### config.mk
export PLATFORM = sky130hd
export DESIGN_NAME = apb_mem_b_bridge
export DESIGN_NICKNAME = d
export VERILOG_FILES = /design/src/rtl/apb_mem_b_bridge_pkg.sv /design/src/rtl/apb_mem_b_bridge.sv
export SDC_FILE = /design/constraint.sdc
export NUM_CORES = 1
export LEC_CHECK = 0
export ABC_AREA = 1
export BUFFER_PORTS_ARGS = -buffer_cell sky130_fd_sc_hd__clkbuf_2
export CAP_MARGIN = 20
export CORE_MARGIN = 8
export CORE_UTILIZATION = 44
export DETAILED_ROUTE_END_ITERATION = 8
export PLACE_DENSITY_LB_ADDON = 0.08
export SETUP_SLACK_MARGIN = 0.15
export SYNTH_ARGS = -nofsm -noshare
export SYNTH_HDL_FRONTEND = slang
export SYNTH_SLANG_ARGS = --single-unit
### constraint.sdc
create_clock -name clk -period 1.3 [get_ports clk]
set_clock_uncertainty 0.1 [all_clocks]
set_input_delay 0.13 -clock clk [delete_from_list [all_inputs] [get_ports clk]]
set_output_delay 0.13 -clock clk [all_outputs]
set_load 0.05 [all_outputs]
### src/rtl/apb_mem_b_bridge_pkg.sv
// Shared types and sizes for the APB to memory B bridge.
// A memory B row is LANES 32-bit words addressed by a 5-bit row index.
package apb_mem_b_bridge_pkg;

    localparam int unsigned MEMORYB_WORDS      = 21;
    localparam int unsigned MEMORYB_LANES      = 3;
    localparam int unsigned MEMORYB_LANES_LOG2 = 2;
    localparam int unsigned MEMORYB_ADDR_BITS  = 5;
    localparam int unsigned LANE_BITS          = 32;

    typedef logic [31:0]                            apbAddrT;
    typedef logic [31:0]                            apbDataT;
    typedef logic [MEMORYB_ADDR_BITS-1:0]           bAddrBitsT;
    typedef logic [MEMORYB_LANES_LOG2-1:0]          bLaneT;
    typedef logic [MEMORYB_LANES*LANE_BITS-1:0]     bMemSt;

    typedef enum logic [2:0] {
        StIdle,
        StRd,
        StWait,
        StWr,
        StResp,
        StErr
    } bridge_state_e;

endpackage

### src/rtl/apb_mem_b_bridge.sv
// APB slave giving 32-bit lane access to the wide memory B rows.
// Every legal access reads the row first; writes merge one lane and write the row back.
module apb_mem_b_bridge
    import apb_mem_b_bridge_pkg::*;
#(
    parameter int unsigned MEM_WORDS = MEMORYB_WORDS,
    parameter int unsigned LANES     = MEMORYB_LANES
) (
    input  logic      clk,
    input  logic      rst,
    input  logic      psel,
    input  logic      penable,
    input  logic      pwrite,
    input  apbAddrT   paddr,
    input  apbDataT   pwdata,
    output apbDataT   prdata,
    output logic      pready,
    output logic      pslverr,
    output logic      mem_cs,
    output logic      mem_we,
    output bAddrBitsT mem_addr,
    output bMemSt     mem_wdata,
    input  bMemSt     mem_rdata
);

    bridge_state_e state_q, state_d;
    logic          write_q;
    apbDataT       wdata_q;
    bLaneT         lane_q;
    bAddrBitsT     row_q;
    bMemSt         buf_q;

    bLaneT     req_lane;
    bAddrBitsT req_row;
    logic      req_setup;
    logic      req_illegal;
    apbDataT   sel_lane;
    bMemSt     merged;
    logic      unused_paddr;

    assign req_lane     = paddr[3:2];
    assign req_row      = paddr[8:4];
    assign req_setup    = psel && !penable;
    assign req_illegal  = (32'(req_lane) >= LANES) || (32'(req_row) >= MEM_WORDS);
    // Upper bits are already qualified by the upstream decoder.
    assign unused_paddr = ^{paddr[31:9], paddr[1:0]};

    always_ff @(posedge clk) begin
        if (rst) begin
            state_q <= StIdle;
            write_q <= 1'b0;
            wdata_q <= '0;
            lane_q  <= '0;
            row_q   <= '0;
            buf_q   <= '0;
        end else begin
            state_q <= state_d;
            if (state_q == StIdle && req_setup) begin
                write_q <= pwrite;
                wdata_q <= pwdata;
                lane_q  <= req_lane;
                row_q   <= req_row;
            end
            if (state_q == StWait) begin
                buf_q <= mem_rdata;
            end
        end
    end

    always_comb begin
        state_d = state_q;
        case (state_q)
            StIdle: begin
                if (req_setup) begin
                    state_d = req_illegal ? StErr : StRd;
                end
            end
            StRd:    state_d = StWait;
            StWait:  state_d = write_q ? StWr : StResp;
            StWr:    state_d = StResp;
            StResp:  state_d = StIdle;
            StErr:   state_d = StIdle;
            default: state_d = StIdle;
        endcase
    end

    always_comb begin
        sel_lane = '0;
        merged   = buf_q;
        for (int i = 0; i < MEMORYB_LANES; i++) begin
            if (lane_q == bLaneT'(i)) begin
                sel_lane                     = buf_q[i*LANE_BITS +: LANE_BITS];
                merged[i*LANE_BITS +: LANE_BITS] = wdata_q;
            end
        end
    end

    always_comb begin
        prdata    = '0;
        pready    = 1'b0;
        pslverr   = 1'b0;
        mem_cs    = 1'b0;
        mem_we    = 1'b0;
        mem_addr  = '0;
        mem_wdata = '0;
        unique case (state_q)
            StRd: begin
                mem_cs   = 1'b1;
                mem_addr = row_q;
            end
            StWr: begin
                mem_cs    = 1'b1;
                mem_we    = 1'b1;
                mem_addr  = row_q;
                mem_wdata = merged;
            end
            StResp: begin
                pready = 1'b1;
                prdata = write_q ? '0 : sel_lane;
            end
            StErr: begin
                pready  = 1'b1;
                pslverr = 1'b1;
            end
            default: ;
        endcase
        // Gate on rst so no strobe escapes in the cycle reset is first sampled.
        if (rst) begin
            prdata    = '0;
            pready    = 1'b0;
            pslverr   = 1'b0;
            mem_cs    = 1'b0;
            mem_we    = 1'b0;
            mem_addr  = '0;
            mem_wdata = '0;
        end
    end

endmodule

==> results.txt <==
status - complete, but fails checks
failing checks - setup timing
RSZ-0062 raised after global routing - yes
Peak VDD IR - 1.14 mV
critical path arrival - 1880 ps
Least-Margin Pin Slew - 474 ps
post-DP HPWL - 21500 um
max_slew headroom - 68.1%
Synth Flop Type - dfxtp_1
DRT iter0 DRCs - 1247
count leader, synth - o21ai_0
R2R Setup Slk - -480 ps
Via density - 5.89
adder-cell area share of the yosys netlist - 0%
H-tree levels - 4
fin. max-slew vios - 0
fin crit period - 2110 ps
final-layout fill cell count - 636
I/O pin total - 302
clock slew at reported path FFs - 70 ps
Cells after Synth - 1094
vias in the first global route - 10793
Final Hold Fails - 0
placed cells - 1598
Mapped Area - 7260 um2
routability cong. - 0.865
switching pwr - 7.76 mW
sequential area share after synthesis - 38.3%
#FFs+latches synth - 139
placement row count - 47
Post-Route Utilization - 91.2%
Pwr Density - 1260 nW/um2
worst setup path class - flip-flop to output port
DRT antenna net count - 0
clk_lat worst skew - 430 ps
synth warn - 0
switching part of the total - 41.2%
Synth cell types - 22
GRT Overall Usage - 36.9%
Max Cap Violations - 0
Mapped Nets - 1259
Seq pwr share - 29.8%
Combinational Power Share - 43.1%
post-detailed-route DRC marker count - 0
global-route wire length before repair - 58900 um
via count - 10473
CTS buffer count - 17
multiplexer share of the synthesized area - 0%
CP endpoint kind - output port
syn avg cell area - 6.64 um2
Final WS setup - -808 ps
post-route clock period utilization - 162%
Startpoint Class - flip-flop
crit-path max FO - 11
setup TNS - -135420 ps
Hold Crit Class - input port to flip-flop
Initial Utilization - 44.4%
die width - 144 um
largest family of logic cells by synthesized area - compound AO/OA/AOI/OAI gates
Post-synth EDFFs - 0
leakage - 5.93 nW
CTS sink count - 139
initial antenna violation count - 0
# diodes - 0
CTS tree - yes
Fin Hold WS - 68.8 ps
Die H - 144 um
non-filler cells, final - 1778
largest net degree at the start of global routing - 47
Max Clk Rate - 474 MHz
Synth top cells by count - o21ai_0 (199), nor2_1 (161), dfxtp_1 (139)
Setup Viol. Count Final - 275
CTS Root Cell - clkbuf_16
total die area - 20900 um2
nets - 1710
area grow syn2layout - 105%
share of the synthesized area in the top cell type - 38.3%
internal power - 11.1 mW
core area - 16300 um2
fraction of registers with async set or reset after synthesis - 0%
Synth Area in Compound Gates - 28.1%
WL per Instance - 22.9 um
Synth area leader - dfxtp_1
clock buffer depth - 2
final wirelength - 40700 um
power share of the clock group - 27.1%
top cells by area, synth - dfxtp_1 (38%), o21ai_0 (14%), nor2_1 (8.3%)
simple-gate share of the synthesized area - 21.0%
post-synthesis xor/xnor area fraction - 0%
GRT overflow - 0
critical path data required time - 1070 ps
I/O Buffers - 276
drt pass-1 iters - 6
DP Worst Slack - -387 ps
layout cell share with drive strength beyond 1 - 38.2%
final timing paths:
path	cells past startpoint	to	start
max	9	mem_wdata[62]	state_q[0]
min reg2reg	2	buf_q[22]	buf_q[22]
min	4	wdata_q[12]	pwdata[12]
max reg2reg	7	wdata_q[21]	state_q[1]
power by group through the flow:
stage / combinational (mW) / sequential, mW / clock (mW)
2_1_floorplan: 4.04 / 5.42 / 0
3_3_place_gp: 6.09 / 5.53 / 0
3_5_place_dp: 6.23 / 5.56 / 0
4_1_cts: 7.34 / 5.50 / 5.05
5_1_grt: 8.59 / 5.67 / 5.31
6_report: 8.12 / 5.61 / 5.12
cells by family after synthesis:
kind of cell	after synthesis
buf+inv	204
compound gates	406
flops	139
simple gates	345
registers in the layout, indices dropped and copies added (netlist names):
signal,cells
write_q,1
row_q,5
lane_q,2
buf_q,96
state_q,3
wdata_q,32
metrics by stage:
| step | area (um2) | power (mW) |
|---|---|---|
| detailed placement | 12100 | 11.8 |
| CTS | 14700 | 17.9 |
| floorplan | 8010 | 9.46 |
| finish | 14900 | 18.9 |
| global route | 14900 | 19.6 |
| global placement | 12100 | 11.6 |
cell usage in the layout, fill, tap and decap left out:
cell / Yosys / final
nand2_2: 1 / 1
o21ai_0: 199 / 109
nand2_4: 0 / 1
nor3_2: 12 / 1
clkinv_4: 0 / 4
o21ai_1: 98 / 168
o211ai_1: 2 / 2
inv_1: 106 / 105
clkinv_2: 0 / 3
buf_12: 0 / 154
o21ai_4: 0 / 1
bufinv_16: 0 / 3
o21ai_2: 0 / 19
clkbuf_2: 0 / 139
nor2_1: 161 / 100
nor4_2: 0 / 1
inv_6: 0 / 3
clkbuf_8: 0 / 1
nor2_4: 1 / 102
clkbuf_16: 0 / 18
buf_8: 0 / 12
buf_6: 13 / 7
inv_2: 9 / 4
a22oi_1: 1 / 1
nand2_8: 0 / 2
clkinvlp_4: 0 / 5
bufbuf_16: 0 / 2
nand3_4: 0 / 1
dfxtp_2: 0 / 4
inv_8: 0 / 1
dlygate4sd3_1: 0 / 136
buf_16: 0 / 4
a21oi_1: 106 / 106
nand2_1: 105 / 102
dfxtp_4: 0 / 1
buf_4: 3 / 65
inv_4: 0 / 2
nor3_4: 1 / 34
dfxtp_1: 139 / 134
per-layer routing:
| metal | share of wire, % | vias up | global-route usage [%] |
|---|---|---|---|
| met5 | 0 | - | 0 |
| met4 | 6.5 | 0 | 21.5 |
| met3 | 11 | 243 | 10.3 |
| met2 | 49 | 872 | 63.3 |
| met1 | 33 | 4872 | 40.0 |
| li1 | - | 4486 | - |
critical path: stages, from the launching register on:
cell     delay (ps)
dfxtp_2         350
inv_2            70
nor3_4          140
inv_2            80
nor2_4          110
buf_6           130
inv_8            80
buf_16          180
nor2_4          120
buf_12          150
final cells by class:
class	instances	area, um2	area share, %
flip-flops and latches	139	2790	18.7
repair buffers	520	6090	40.8
well taps	220	275	1.85
repair inverters	1	8.76	0.0587
multi-input cells	751	4680	31.4
clock inverters	14	173	1.16
clock buffers	18	439	2.95
inverters	115	455	3.05
timing repair:
action / 4_1_cts / 5_1_grt
endpoints found under the setup margin: 275 / 276
setup buffers: 5 / 0
hold endpoints to repair: 137 / 0
gates cloned: 6 / 1
pin swaps: 4 / 4
hold buffers: 136 / 0
resized for setup: 160 / 84
No activity file was read; power rests on OpenSTA's default activity.
